`src/rtl/pwm_duty_display.sv`:
```
// pwm_duty_display: measures comparator PWM duty in percent (0-99) once per window
// and shows it on a two-digit multiplexed seven-segment display.
module pwm_duty_display #(
    parameter int PERIOD_CYCLES = 200000,
    parameter int UNIT_CYCLES   = 2000,
    parameter int DISP_CYCLES   = 1000000,
    parameter int MUX_CYCLES    = 10000
) (
    input  logic       clk,
    input  logic       rst_n,
    input  logic       comp,
    output logic [6:0] valid_count,
    output logic [6:0] showed_count,
    output logic [6:0] seg,
    output logic [1:0] digit_sel
);
    localparam int WW = PERIOD_CYCLES > 1 ? $clog2(PERIOD_CYCLES) : 1;
    localparam int SW = UNIT_CYCLES > 1 ? $clog2(UNIT_CYCLES) : 1;
    localparam int DW = DISP_CYCLES > 1 ? $clog2(DISP_CYCLES) : 1;
    localparam int MW = MUX_CYCLES > 1 ? $clog2(MUX_CYCLES) : 1;

    logic [1:0]    sync_q;
    logic [WW-1:0] win_q, win_d;
    logic [SW-1:0] sub_q, sub_d;
    logic [6:0]    duty_q, duty_d, duty_inc;
    logic [6:0]    valid_q, valid_d;
    logic [DW-1:0] disp_q, disp_d;
    logic [6:0]    showed_q, showed_d;
    logic [MW-1:0] mux_q, mux_d;
    logic [1:0]    sel_q, sel_d;
    logic [6:0]    seg_q, seg_d;
    logic          comp_s, unit_hit, win_end, disp_end, mux_end;
    logic [3:0]    tens, units;

    function automatic logic [6:0] enc(input logic [3:0] d);
        case (d)
            4'd0:    return 7'h3F;
            4'd1:    return 7'h06;
            4'd2:    return 7'h5B;
            4'd3:    return 7'h4F;
            4'd4:    return 7'h66;
            4'd5:    return 7'h6D;
            4'd6:    return 7'h7D;
            4'd7:    return 7'h07;
            4'd8:    return 7'h7F;
            4'd9:    return 7'h6F;
            default: return 7'h00;
        endcase
    endfunction

    always_comb begin
        comp_s   = sync_q[1];
        unit_hit = comp_s && sub_q == SW'(UNIT_CYCLES - 1);
        duty_inc = (unit_hit && duty_q != 7'd127) ? duty_q + 7'd1 : duty_q;
        win_end  = win_q == WW'(PERIOD_CYCLES - 1);
        win_d    = win_end ? '0 : win_q + WW'(1);
        sub_d    = (win_end || unit_hit) ? '0 : sub_q + SW'(comp_s);
        duty_d   = win_end ? '0 : duty_inc;
        // the closing clock's own sample is already folded into duty_inc
        valid_d  = win_end ? (duty_inc > 7'd99 ? 7'd99 : duty_inc) : valid_q;
        disp_end = disp_q == DW'(DISP_CYCLES - 1);
        disp_d   = disp_end ? '0 : disp_q + DW'(1);
        showed_d = disp_end ? valid_q : showed_q;
        tens     = 4'(showed_q / 7'd10);
        units    = 4'(showed_q % 7'd10);
        mux_end  = mux_q == MW'(MUX_CYCLES - 1);
        mux_d    = mux_end ? '0 : mux_q + MW'(1);
        sel_d    = mux_end ? ~sel_q : sel_q;
        // sel_q[0] set means the tens digit is the one about to be selected
        seg_d    = mux_end ? (sel_q[0] ? (tens == 4'd0 ? 7'h00 : enc(tens)) : enc(units)) : seg_q;
    end

    always_ff @(posedge clk or negedge rst_n) begin
        if (!rst_n) begin
            sync_q   <= '0;
            win_q    <= '0;
            sub_q    <= '0;
            duty_q   <= '0;
            valid_q  <= '0;
            disp_q   <= '0;
            showed_q <= '0;
            mux_q    <= '0;
            sel_q    <= 2'b01;
            seg_q    <= 7'h3F;
        end else begin
            sync_q   <= {sync_q[0], comp};
            win_q    <= win_d;
            sub_q    <= sub_d;
            duty_q   <= duty_d;
            valid_q  <= valid_d;
            disp_q   <= disp_d;
            showed_q <= showed_d;
            mux_q    <= mux_d;
            sel_q    <= sel_d;
            seg_q    <= seg_d;
        end
    end

    assign valid_count  = valid_q;
    assign showed_count = showed_q;
    assign seg          = seg_q;
    assign digit_sel    = sel_q;
endmodule

```
`config.mk`:
```
export PLATFORM = sky130hd
export DESIGN_NAME = pwm_duty_display
export DESIGN_NICKNAME = d
export VERILOG_FILES = /design/src/rtl/pwm_duty_display.sv
export SDC_FILE = /design/constraint.sdc
export NUM_CORES = 1
export LEC_CHECK = 0
export BUFFER_PORTS_ARGS = -buffer_cell sky130_fd_sc_hd__buf_4
export CAP_MARGIN = 15
export CORE_MARGIN = 2
export CORE_UTILIZATION = 55
export CTS_BUF_LIST = sky130_fd_sc_hd__clkbuf_8
export DETAILED_ROUTE_END_ITERATION = 16
export GPL_TIMING_DRIVEN = 1
export PLACE_DENSITY = 0.78
export SLEW_MARGIN = 20
export SYNTH_ARGS = -nofsm -noshare
export SYNTH_HDL_FRONTEND = slang
export SYNTH_SLANG_ARGS = --single-unit
```
`constraint.sdc`:
```
create_clock -name clk -period 8.2 [get_ports clk]
set_input_delay 1.23 -clock clk [delete_from_list [all_inputs] [get_ports clk]]
set_output_delay 1.23 -clock clk [all_outputs]
set_load 0.03 [all_outputs]
```
Word-level counts from Yosys, hierarchy flattened --
Memory sizes are Yosys's and may differ from the RTL's. Index checks and enable logic that the tools add are counted.
Storage, ports and cells: flip-flop bits (word level) 95, ROM bits 224, bits of input ports 3, output and inout port bits 23, memories kept 2
Cells by class: $add $sub $neg 5, div/mod/pow operators 2, magnitude comparators 1, equal/unequal tests 5, mux-type cells 9, bitwise logic cells 1, reduce and logical (&&, ||, !) cells 4
Memory list:
- (no name shown) | words 16, width 7, read ports 1, clocked after Yosys merged registers in 0, write ports 0, RTL line 36 | case (d)
- (no name shown) | words 16, width 7, read ports 1, clocked after Yosys merged registers in 0, write ports 0, RTL line 36
Operators by type and width (number):
- $mux W7 | 5
- $add A20 B1 Y20 const B | 1
- $eq A20 B20 Y1 const B | 1
- $mux W20 | 1
- $add A18 B1 Y18 const B | 1
- $eq A18 B18 Y1 const B | 1
- $mux W18 | 1
- $add A14 B1 Y14 const B | 1
- $eq A14 B14 Y1 const B | 1
- $mux W14 | 1
- $add A11 B1 Y11 | 1
- $eq A11 B11 Y1 const B | 1
- $mux W11 | 1
- $add A7 B1 Y7 const B | 1
- $div A7 B4 Y7 const B | 1
- $gt A7 B7 Y1 const B | 1
- $mod A7 B4 Y7 const B | 1
- $ne A7 B7 Y1 const B | 1
- $logic_not A4 Y1 | 1
- $logic_and A1 B1 Y1 | 2
- $not A2 Y2 | 1
- $logic_or A1 B1 Y1 | 1

Depth between registers and ports, before layout --
Gate-level depths: netlist (run 1).
depth after elaboration 6, gate-level depth with buffers 17, depth with buffers taken out 15

Worst setup path before layout (run 1) --
OpenSTA, ideal clock, no wires.
kind register to register, start register showed_q[6] (netlist: showed_count[6]), end register seg_q[0] (netlist: seg[0]), arrival time 3770 ps, data required time 8117 ps, path slack 4347 ps, cell stages (with the launch flop) 17, path buffers 2, clock period less this slack 3853 ps, path through dfrtp_1 > buf_4 > or3b_2 > a31o_2 > o211ai_2 > inv_1 > ha_1 > clkbuf_1 > a221o_1 > o311ai_2 > inv_1 > ha_1 > nand2_1 > o21ai_0 > or2_2 > or2_2 > a41oi_1
Between the ends: word-level cells in the longest chain between the ends 4
Ends and longest elaborated chain:
- start, declared | RTL line 28 | logic [6:0] showed_q, showed_d;
- start signal, assigned | RTL line 92 | showed_q <= showed_d;
- $div A7 B4 Y7 | RTL line 64 | tens = 4'(showed_q / 7'd10);
- $mem_v2 Z16 W7 / $logic_not A4 Y1 (equally long branches)
- $mux W7 | RTL line 70 | seg_d = mux_end ? (sel_q[0] ? (tens == 4'd0 ? 7'h00 : enc(tens)) : enc(units)) : seg_q;
- $mux W7 * | RTL line 70
- end signal, assigned | RTL line 95 | seg_q <= seg_d;
- end, declared | RTL line 31 | logic [6:0] seg_q, seg_d;
Every way passes the cells marked *; elsewhere a longest branch is shown, timed or not. A chain may end at the register's enable or synchronous reset.

Final worst setup path (run 1) --
Ends and elaborated chain as after synthesis.

==> metrics.txt, run 1 <==
CTS buffer count 9; vias a little under 4k; setup bufs post-CTS 0; unrepaired setup endpoints after global routing false; TNS Setup 0 ns; Core Area a little over 0.009 mm^2; Root Buffer clkbuf_8; largest family of logic cells by synthesized area simple AND/OR/NAND/NOR gates; Clk Latency, worst-skew pair ~0.36 ns; Routed WL 10,400 um; hold buffers post-CTS 0; Max Clk Rate around 0.22 GHz; Crit path required time 8.49 ns; Die Y between 100 and 150 um; ANT cells 0; First-pass DRT Iterations 5; Slew @ Worst Pin 0.991 ns; PwrDens roughly 150 mW/mm^2; most common cell after layout, fill and taps aside dfrtp_1; chip width between 100 and 150 um; most frequent cells in the layout 88 x dfrtp_1, 72 x nor2_1, 44 x nand2_1, 34 x xor2_1, 33 x nand3_1; Die ar. 0.0105 mm^2; leading area contributor after synthesis dfrtp_1; share of cells above drive strength 1 0.131; Synth Area in Adders 0.0422; Post-synth EDFFs 0; CTS tree done; Initial Util 0.573; GRT overflow 0; GPL Wtd Cong ~0.88; num ports 26; Simple-Gate Fraction of Synth Area 0.220; clock slew at reported path FFs approximately 0.11 ns; Netlist cell types 72; initial antenna violation count 0; nets between 500 and 600; Final Max Slew Viols 0; FFs w/ async S/R, synth 1.00; Max-slew headroom 0.339; number of global-route vias before repair about 3.8k; hpwl dp 7330 um; sequential share of the synthesized area 0.447; period utilization 0.546; PortBufs 25; Max Cap Viol 0; Post-DRT Antenna Nets 0; Crit. End Element register; H-Tree Depth 3; DRC 0; worst hold-check path type register to register; status finished clean; Post-Route Skew approximately 0.017 ns; Iteration-0 DRC Markers approximately 160; area added between synthesis and finish 8.22%; CP startpoint kind register; #FFs+latches synth 95; maximum vdd drop 0.0971 mV; CTS sink count between 90 and 100; cell area after synthesis 0.00534 mm^2; ys flop type dfrtp_1; XOR/XNOR Fraction of Synth Area 0.108; post-synth top area share 0.412; Setup Viol. Count Final 0; Pleak between 0.002 and 0.003 uW; Non-Filler Instances between 700 and 800; drt wl/cell between 10 and 15 um; Vias/cell roughly 5.6; DP Cell Count a little under 700; Post-CTS Resized 0; Hold Violations, Final 0; Critical Path AT approximately 4.8 ns; fraction of the mapped netlist area in compound gates 0.117; post-synthesis mux area share 0.0302; Post-Synthesis Cells roughly 550; post-synthesis area per instance 9.66 um^2; Synth area leaders dfrtp_1 41%, xor2_1 5.6%, nor2_1 5.1%; first-pass GRT wire length about 18,000 um; largest net degree at the start of global routing 52; Crit Path Max Fanout 30; clock tree buffer depth 2; fin crit period around 4.5 ns; Synth warnings 0; GRT Overall Usage 0.214; Mapped Nets about 570; cell row count 35; critical path type register to register
-- stage by stage --
stage / hold WS (ns) / total power (uW) / setup WS (ns) / util / cell area (um^2)
6_report: 0.365 / 840 / 3.72 / 0.620 / 5780
2_1_floorplan: 0.331 / 536 / 4.35 / - / 5340
4_1_cts: 0.368 / 849 / 3.77 / 0.620 / 5780
5_1_grt: 0.371 / 879 / 3.45 / 0.620 / 5780
3_3_place_gp: 0.334 / 552 / 4.01 / 0.600 / 5590
3_5_place_dp: 0.344 / 556 / 3.77 / 0.600 / 5590
-- path summary, 6_finish.rpt --
check	start	end	slack, ns	cells past startpoint
max in group asynchronous	rst_n	mux_q[9]	6.31	2
setup / recovery	showed_count[6]	seg[0]	3.72	14
min in group asynchronous	rst_n	valid_count[6]	0.85	1
hold reg to reg	sync_q[0]	sync_q[1]	0.37	0
setup reg to reg	showed_count[6]	seg[0]	3.72	14
hold / removal	sync_q[0]	sync_q[1]	0.37	0
-- routing by layer --
metal / track usage / vias up / wire length, um / share of wire
met4: 0.0595 / 0 / 124 / 0.012
met1: 0.290 / 1905 / 4820 / 0.46
li1: - / 1950 / - / -
met2: 0.356 / 75 / 5110 / 0.49
met3: 0.0393 / 13 / 369 / 0.035
met5: 0 / - / 0 / 0
-- state kept, by name, summed over array words and instances, names as in the netlist --
signal and count:
disp_q 20, win_q 18, sub_q 11, sync_q 2
digit_sel 2, seg 7, duty_q 7, mux_q 14
valid_count 7, showed_count 7
-- cell usage after synthesis (all sizes together), types with 12 or more instances --
library cell	n
o21ai	21
nor3	19
xor2	35
nor2	72
nand2	44
a21oi	13
dfrtp	88
buf	12
nand3	33
xnor2	29
ha	18
inv	17
clkbuf	12
and3	19
-- kinds of logic (layout without fill, tap and decap cells) --
logic type,count (synthesis),in the layout
simple gates,236,236
flops,95,95
buf+inv,41,61
fa+ha+maj,18,18
compound gates,84,84
mux,15,15
xor+xnor,64,64
-- area by class of cell --
type | count | area (um^2)
Sequential cell | 95 | 2390
Inverter | 17 | 63.8
Clock buffer | 9 | 124
Fill cell | 774 | 3550
Clock inverter | 7 | 62.6
Timing Repair Buffer | 28 | 210
Multi-Input combinational cell | 417 | 2770
Tap cell | 129 | 161
-- where the power goes --
group          internal [uW]  switching [uW]
Sequential               485            15.6
Combinational           19.2            25.9
Clock                    117             177
-- critical path: stages (launching register included) --
cell	delay (ns)
dfrtp_1	1.01
or3b_2	0.54
a31o_2	0.28
o211ai_2	0.09
inv_1	0.10
ha_1	0.37
a221o_1	0.39
o311ai_2	0.15
inv_1	0.16
ha_1	0.25
nand2_1	0.07
o21ai_0	0.11
or2_2	0.37
or2_2	0.30
a41oi_1	0.22
No activity file was read; power rests on OpenSTA's default activity.
==> run 2: changes to the inputs <==
==> constraint.sdc (replaced) <==
create_clock -name clk -period 4.47 [get_ports clk]
set_input_delay 0.6705 -clock clk [delete_from_list [all_inputs] [get_ports clk]]
set_output_delay 0.6705 -clock clk [all_outputs]
set_load 0.03 [all_outputs]
==> run 2 against run 1 <==
Wire length up 0.66%. Sequential share of layout area down 0.35 points. Utilization up 0.52 points. Hold slack worse by 0.0051 ns. Setup slack worse by 3.2 ns. Die area unchanged. Non-clock buffer count up 6. Fmax up 12%. Clock power up 87%. Flip-flop and latch count unchanged. Critical path depth down 2. Via count up 3.2%. Largest cell class unchanged. Largest power group unchanged. Highest routed layer unchanged.
==> metrics.txt, run 2 (synthesis gave the netlist of run 1 again) <==
status finished clean; TNS Setup 0 ns (unchanged); multi-input logic area 0.00277 mm^2 (unchanged); Root Buffer clkbuf_8; most frequent cells in the layout 88 x dfrtp_1, 72 x nor2_1, 44 x nand2_1, 34 x xor2_1, 34 x buf_4; Crit-path slowest cell or4b_2; period utilization 0.893 (+0.347); first-pass GRT wire length 18,500 um (+3.5%); Crit Path Max Fanout 20 (-33%); Iteration-0 DRC Markers 203 (+24%); Biggest register disp_q; drt wl/cell 14.8 um (-0.19%); Hold Violations, Final 0 (unchanged); CP cell instances or4b_2 -> o211ai_2 -> inv_1 -> ha_1 -> buf_4 -> xor2_1 -> o221a_2 -> o211a_1 -> nor2_1 -> nor2_1 -> a221oi_1 -> a31oi_1; pre-CTS setup slack 0.480 ns (-3.29 ns); initial antenna violation count 0 (unchanged); CP peak stage delay 0.79 ns (-0.22 ns); CTS sink count 95 (unchanged); Routed WL 10,500 um (+0.66%); Filler cells 775 (+0.13%); Clk Latency, worst-skew pair 0.37 ns (about the same); ANT cells 0 (unchanged); GPL Wtd Cong 0.883 (+0.64%); worst hold-check path type register to register; clock slew at reported path FFs 0.10 ns (about the same); setup bufs post-CTS 0 (unchanged); Die ar. 0.0105 mm^2 (unchanged); DRC 0 (unchanged); wl on met1 4740 um (-1.6%); Die Y 103 um (unchanged); storage element area 0.00239 mm^2 (unchanged); Post-DRT Antenna Nets 0 (unchanged); Post-Route Skew 0.0190 ns (+0.00203 ns); unrepaired setup endpoints after global routing false; Max Clk Rate 0.250 GHz (+12%); WL met2 5240 um (+2.6%); cell row count 35 (unchanged); area added between synthesis and finish 9.14%; chip width 103 um (unchanged); top flop regs disp_q (20), win_q (18), mux_q (14); CP startpoint kind register; Setup Viol. Count Final 0 (unchanged); Max Cap Viol 0 (unchanged); PwrDens 266 mW/mm^2 (+83%); Vias/cell 5.75 (+2.3%); Max-slew headroom 0.459 (+0.119); top routing layer in use met4; Layout Utilization 0.625 (+0.00523); Pleak 0.00266 uW (+1.5%); PortBufs 25 (unchanged); number of global-route vias before repair 4,012 (+5.3%); crit-path most repeated cell nor2_1; most common cell after layout, fill and taps aside dfrtp_1; Worst R2R Setup Slack 0.48 ns (-3.24 ns); CTS buffer count 9 (unchanged); Crit. End Element register; Critical Path AT 4.22 ns (-0.55 ns); setup ws final 0.477 ns (-3.24 ns); GRT overflow 0 (unchanged); hold buffers post-CTS 0 (unchanged); Initial Util 0.573 (unchanged); maximum vdd drop 0.161 mV (+66%); max FFs per register 20 (unchanged); clock tree buffer depth 2 (unchanged); largest net degree at the start of global routing 67 (+29%); Crit path required time 4.70 ns (-3.79 ns); critical path type register to register; GRT Overall Usage 0.220 (+0.00589); vias 4,068 (+3.2%); hpwl dp 7530 um (+2.7%); met3 WL 305 um (-17%); fin crit period 3.99 ns (-0.486 ns); Core Area 0.00933 mm^2 (unchanged); H-Tree Depth 3 (unchanged); num ports 26 (unchanged); Slew @ Worst Pin 0.812 ns (-0.179 ns); CTS tree done; Final Max Slew Viols 0 (unchanged); Post-CTS Resized 0 (unchanged); First-pass DRT Iterations 5 (unchanged); nets 595 (+1.0%); share of cells above drive strength 1 0.140 (+0.00901)
run 2: changes by cell type in the layout (fill, tap and decap cells not counted):
cell,change
buf_4,+6
clkinv_4,-2
clkinvlp_4,-1
inv_6,+2
inv_8,+1
run 2: worst max-delay path, delay by kind of cell (launching register included):
| family | cells | cell delay, ns |
|---|---|---|
| AO/OA/AOI/OAI | 5 | 1.06 |
| flip-flops | 1 | 0.63 |
| adder cells (fa/ha/maj) | 1 | 0.28 |
| XOR/XNOR | 1 | 0.14 |
| AND/OR/NAND/NOR | 3 | 1.45 |
| buffers and inverters | 2 | 0.30 |
run 2: final timing paths:
check	start	endpoint	cells past startpoint
worst min register to register	sync_q[0]	sync_q[1]	0
max in group asynchronous	rst_n	seg[5]	2
worst max-delay path	showed_count[3]	seg[6]	12
worst max register to register	showed_count[3]	seg[6]	12
worst min-delay path	sync_q[0]	sync_q[1]	0
min in group asynchronous	rst_n	sub_q[10]	1
run 2: cell type report:
type / count / area share
multi-input combinational: 417 / 0.476
inverter: 17 / 0.0109
timing repair buffer: 34 / 0.0438
clock buffer: 9 / 0.0212
tap: 129 / 0.0277
clock inverter: 7 / 0.0114
sequential: 95 / 0.409
run 2: stage by stage:
stage	cells	cell area (um^2)	hold WS (ns)	total power (uW)
floorplan	553	5340	0.331	983
global placement	692	5640	0.335	1010
detailed placement	692	5640	0.344	1020
CTS	708	5830	0.366	1570
global route	708	5830	0.375	1620
finish	708	5830	0.360	1550
run 2: routing by layer:
| layer | track usage | vias to the layer above |
|---|---|---|
| met5 | 0 | - |
| met2 | 0.370 | 68 |
| li1 | - | 1970 |
| met4 | 0.0892 | 0 |
| met1 | 0.289 | 2009 |
| met3 | 0.0298 | 21 |
run 2: report_power, final:
| group | total [uW] | leakage, uW | internal [uW] | switching, uW |
|---|---|---|---|---|
| clock | 550 | 0.0000995 | 220 | 330 |
| combinational | 82.0 | 0.00131 | 34.6 | 47.4 |
| sequential | 918 | 0.00124 | 889 | 28.5 |
==> run 3: changes to the inputs <==
--- a/config.mk
+++ b/config.mk
@@ -5,7 +5,7 @@
 export SDC_FILE = /design/constraint.sdc
 export NUM_CORES = 1
 export LEC_CHECK = 0
-export BUFFER_PORTS_ARGS = -buffer_cell sky130_fd_sc_hd__buf_4
+export BUFFER_PORTS_ARGS = -buffer_cell sky130_fd_sc_hd__clkbuf_2
 export CAP_MARGIN = 15
 export CORE_MARGIN = 2
 export CORE_UTILIZATION = 55
==> constraint.sdc (replaced) <==
create_clock -name clk -period 3.9 [get_ports clk]
set_input_delay 0.585 -clock clk [delete_from_list [all_inputs] [get_ports clk]]
set_output_delay 0.585 -clock clk [all_outputs]
set_load 0.03 [all_outputs]
==> run 3 against run 2 <==
Non-clock buffer count increased by 1. First-iteration DRC count increased by 16%. Clock skew decreased by 0.0095 ns. Utilization decreased by 0.59 points. Cell count unchanged. Sequential power increased by 14%. Clock power increased by 10%. Largest cell class unchanged.
==> metrics.txt, run 3 (synthesis gave the netlist of run 1 again) <==
CP startpoint kind register; Core Area 0.00933 mm^2 (unchanged); TNS Setup 0 ns (unchanged); num ports 26 (unchanged); number of global-route vias before repair 4,051 (+0.97%); PwrDens 304 mW/mm^2 (+14%); cell row count 35 (unchanged); H-Tree Depth 3 (unchanged); Clk Latency, worst-skew pair 0.35 ns (-0.02 ns); clock tree buffer depth 2 (unchanged); first-pass GRT wire length 18,700 um (+1.1%); Setup Viol. Count Final 0 (unchanged); Crit Path Max Fanout 10 (-50%); Final Max Slew Viols 0 (unchanged); setup bufs post-CTS 0 (unchanged); clock slew at reported path FFs 0.09 ns (about the same); GPL Wtd Cong 0.897 (+1.6%); Worst R2R Setup Slack 0.23 ns (-0.25 ns); top flop regs disp_q (20), win_q (18), mux_q (14); Critical Path AT 3.95 ns (-0.27 ns); Register-to-Register Path Depth 14 (+2); Clk pwr share 0.346 (-0.009); largest net degree at the start of global routing 87 (+30%); Biggest register disp_q; Post-DRT Antenna Nets 0 (unchanged); vias 4,024 (-1.1%); Max-slew headroom 0.498 (+0.0391); Slew @ Worst Pin 0.753 ns (-0.0587 ns); P_int 1330 uW (+16%); chip width 103 um (unchanged); Pleak 0.00264 uW (-0.57%); fin crit period 3.67 ns (-0.319 ns); final hold slack 0.272 ns (-0.0883 ns); Sw Share 0.244 (-0.0182); most frequent cells in the layout 88 x dfrtp_1, 71 x nor2_1, 44 x nand2_1, 34 x xor2_1, 33 x nand3_1; Vias/cell 5.68 (-1.1%); maximum vdd drop 0.172 mV (+6.5%); Psw 428 uW (+5.3%); DRC 0 (unchanged); max FFs per register 20 (unchanged); Crit path required time 4.18 ns (-0.52 ns); Initial Util 0.573 (unchanged); Post-Route Skew 0.00948 ns (-0.00952 ns); Root Buffer clkbuf_8; status finished clean; drt wl/cell 14.9 um (+0.75%); hold buffers post-CTS 0 (unchanged); Max Clk Rate 0.272 GHz (+8.7%); share of cells above drive strength 1 0.140 (unchanged); CTS sink count 95 (unchanged); Hold Violations, Final 0 (unchanged); PortBufs 25 (unchanged); combinational share of power 0.054 (about the same); Die Y 103 um (unchanged); CTS tree done; unrepaired setup endpoints after global routing false; most common cell after layout, fill and taps aside dfrtp_1; nets 596 (+0.17%); Crit. End Element register; critical path type register to register; GRT overflow 0 (unchanged); hpwl dp 7510 um (-0.22%); CTS buffer count 9 (unchanged); period utilization 0.942 (+0.0488); Reg-to-Reg End seg[0]; GRT Overall Usage 0.223 (+0.00322); Die ar. 0.0105 mm^2 (unchanged); Filler cells 778 (+0.39%); Seq pwr share 0.600 (+0.008); multi-input logic area 0.00278 mm^2 (about the same); worst hold-check path type input port to async pin; storage element area 0.00239 mm^2 (unchanged); ANT cells 0 (unchanged); initial antenna violation count 0 (unchanged); area added between synthesis and finish 8.10%; Routed WL 10,600 um (+0.75%); RR Startpoint showed_count[6]; Iteration-0 DRC Markers 235 (+16%); First-pass DRT Iterations 4 (-1); Max Cap Viol 0 (unchanged)
[run 3: cell types whose count changed in the layout (fill, tap and decap cells not counted)]
| cell | delta |
|---|---|
| inv_8 | -2 |
| buf_6 | +1 |
| nor2_2 | +1 |
| nor2_1 | -1 |
| clkinv_4 | +1 |
| clkbuf_2 | +24 |
| buf_4 | -24 |
| clkbuf_8 | +2 |
| inv_1 | +1 |
| inv_6 | -3 |
[run 3: per-layer routing]
metal / track usage / share of wire
met5: 0 / 0
met4: 0.0667 / 0.015
met3: 0.0454 / 0.028
met2: 0.376 / 0.50
met1: 0.294 / 0.46
[run 3: area by class of cell]
cell class	instances	share of cell area
Tap cell	129	0.0280
Timing Repair Buffer	35	0.0358
Inverter	17	0.0111
Sequential cell	95	0.413
Clock inverter	4	0.00520
Clock buffer	11	0.0262
Multi-Input combinational cell	417	0.481
[run 3: power groups by stage]
stage          combinational (uW)  clock (uW)  sequential (uW)
4_1_cts                      97.0         632             1050
6_report                     93.9         607             1050
3_5_place_dp                 96.5           0             1070
3_3_place_gp                 91.6           0             1070
5_1_grt                       113         667             1060
2_1_floorplan                63.5           0             1060
[run 3: critical path: stages, from the launching register on]
cell	delay, ns
dfrtp_1	0.51
or3b_2	0.53
a31o_2	0.28
o211ai_2	0.09
inv_1	0.09
ha_1	0.20
a221o_1	0.31
o311ai_2	0.15
inv_1	0.15
ha_1	0.26
nand2_1	0.07
o21ai_0	0.09
or2_2	0.34
or2_2	0.30
a41oi_1	0.23
[run 3: how the worst max path moves through the flow]
stage	start	end	slack (ns)	cells after the start
3_3_place_gp	showed_count[3]	seg[0]	0.41	13
2_1_floorplan	showed_count[6]	seg[0]	0.05	16
6_report	showed_count[6]	seg[0]	0.23	14
4_1_cts	showed_count[6]	seg[0]	0.25	14
3_5_place_dp	showed_count[6]	seg[0]	0.25	14
5_1_grt	showed_count[6]	seg[0]	0.04	14
[run 3: metrics by stage]
stage          area (um^2)  setup WS, ns   util  total power (uW)  cells
5_1_grt               5770        0.0377  0.619              1840    708
2_1_floorplan         5340        0.0471      -              1130    553
6_report              5770         0.226  0.619              1750    708
3_5_place_dp          5590         0.255  0.599              1170    693
3_3_place_gp          5590         0.407  0.599              1160    693
4_1_cts               5770         0.255  0.618              1780    708
[run 3: what timing repair did]
action,CTS,global route
hold endpoints to repair,0,0
endpoints found under the setup margin,0,2
gates resized for setup,0,1
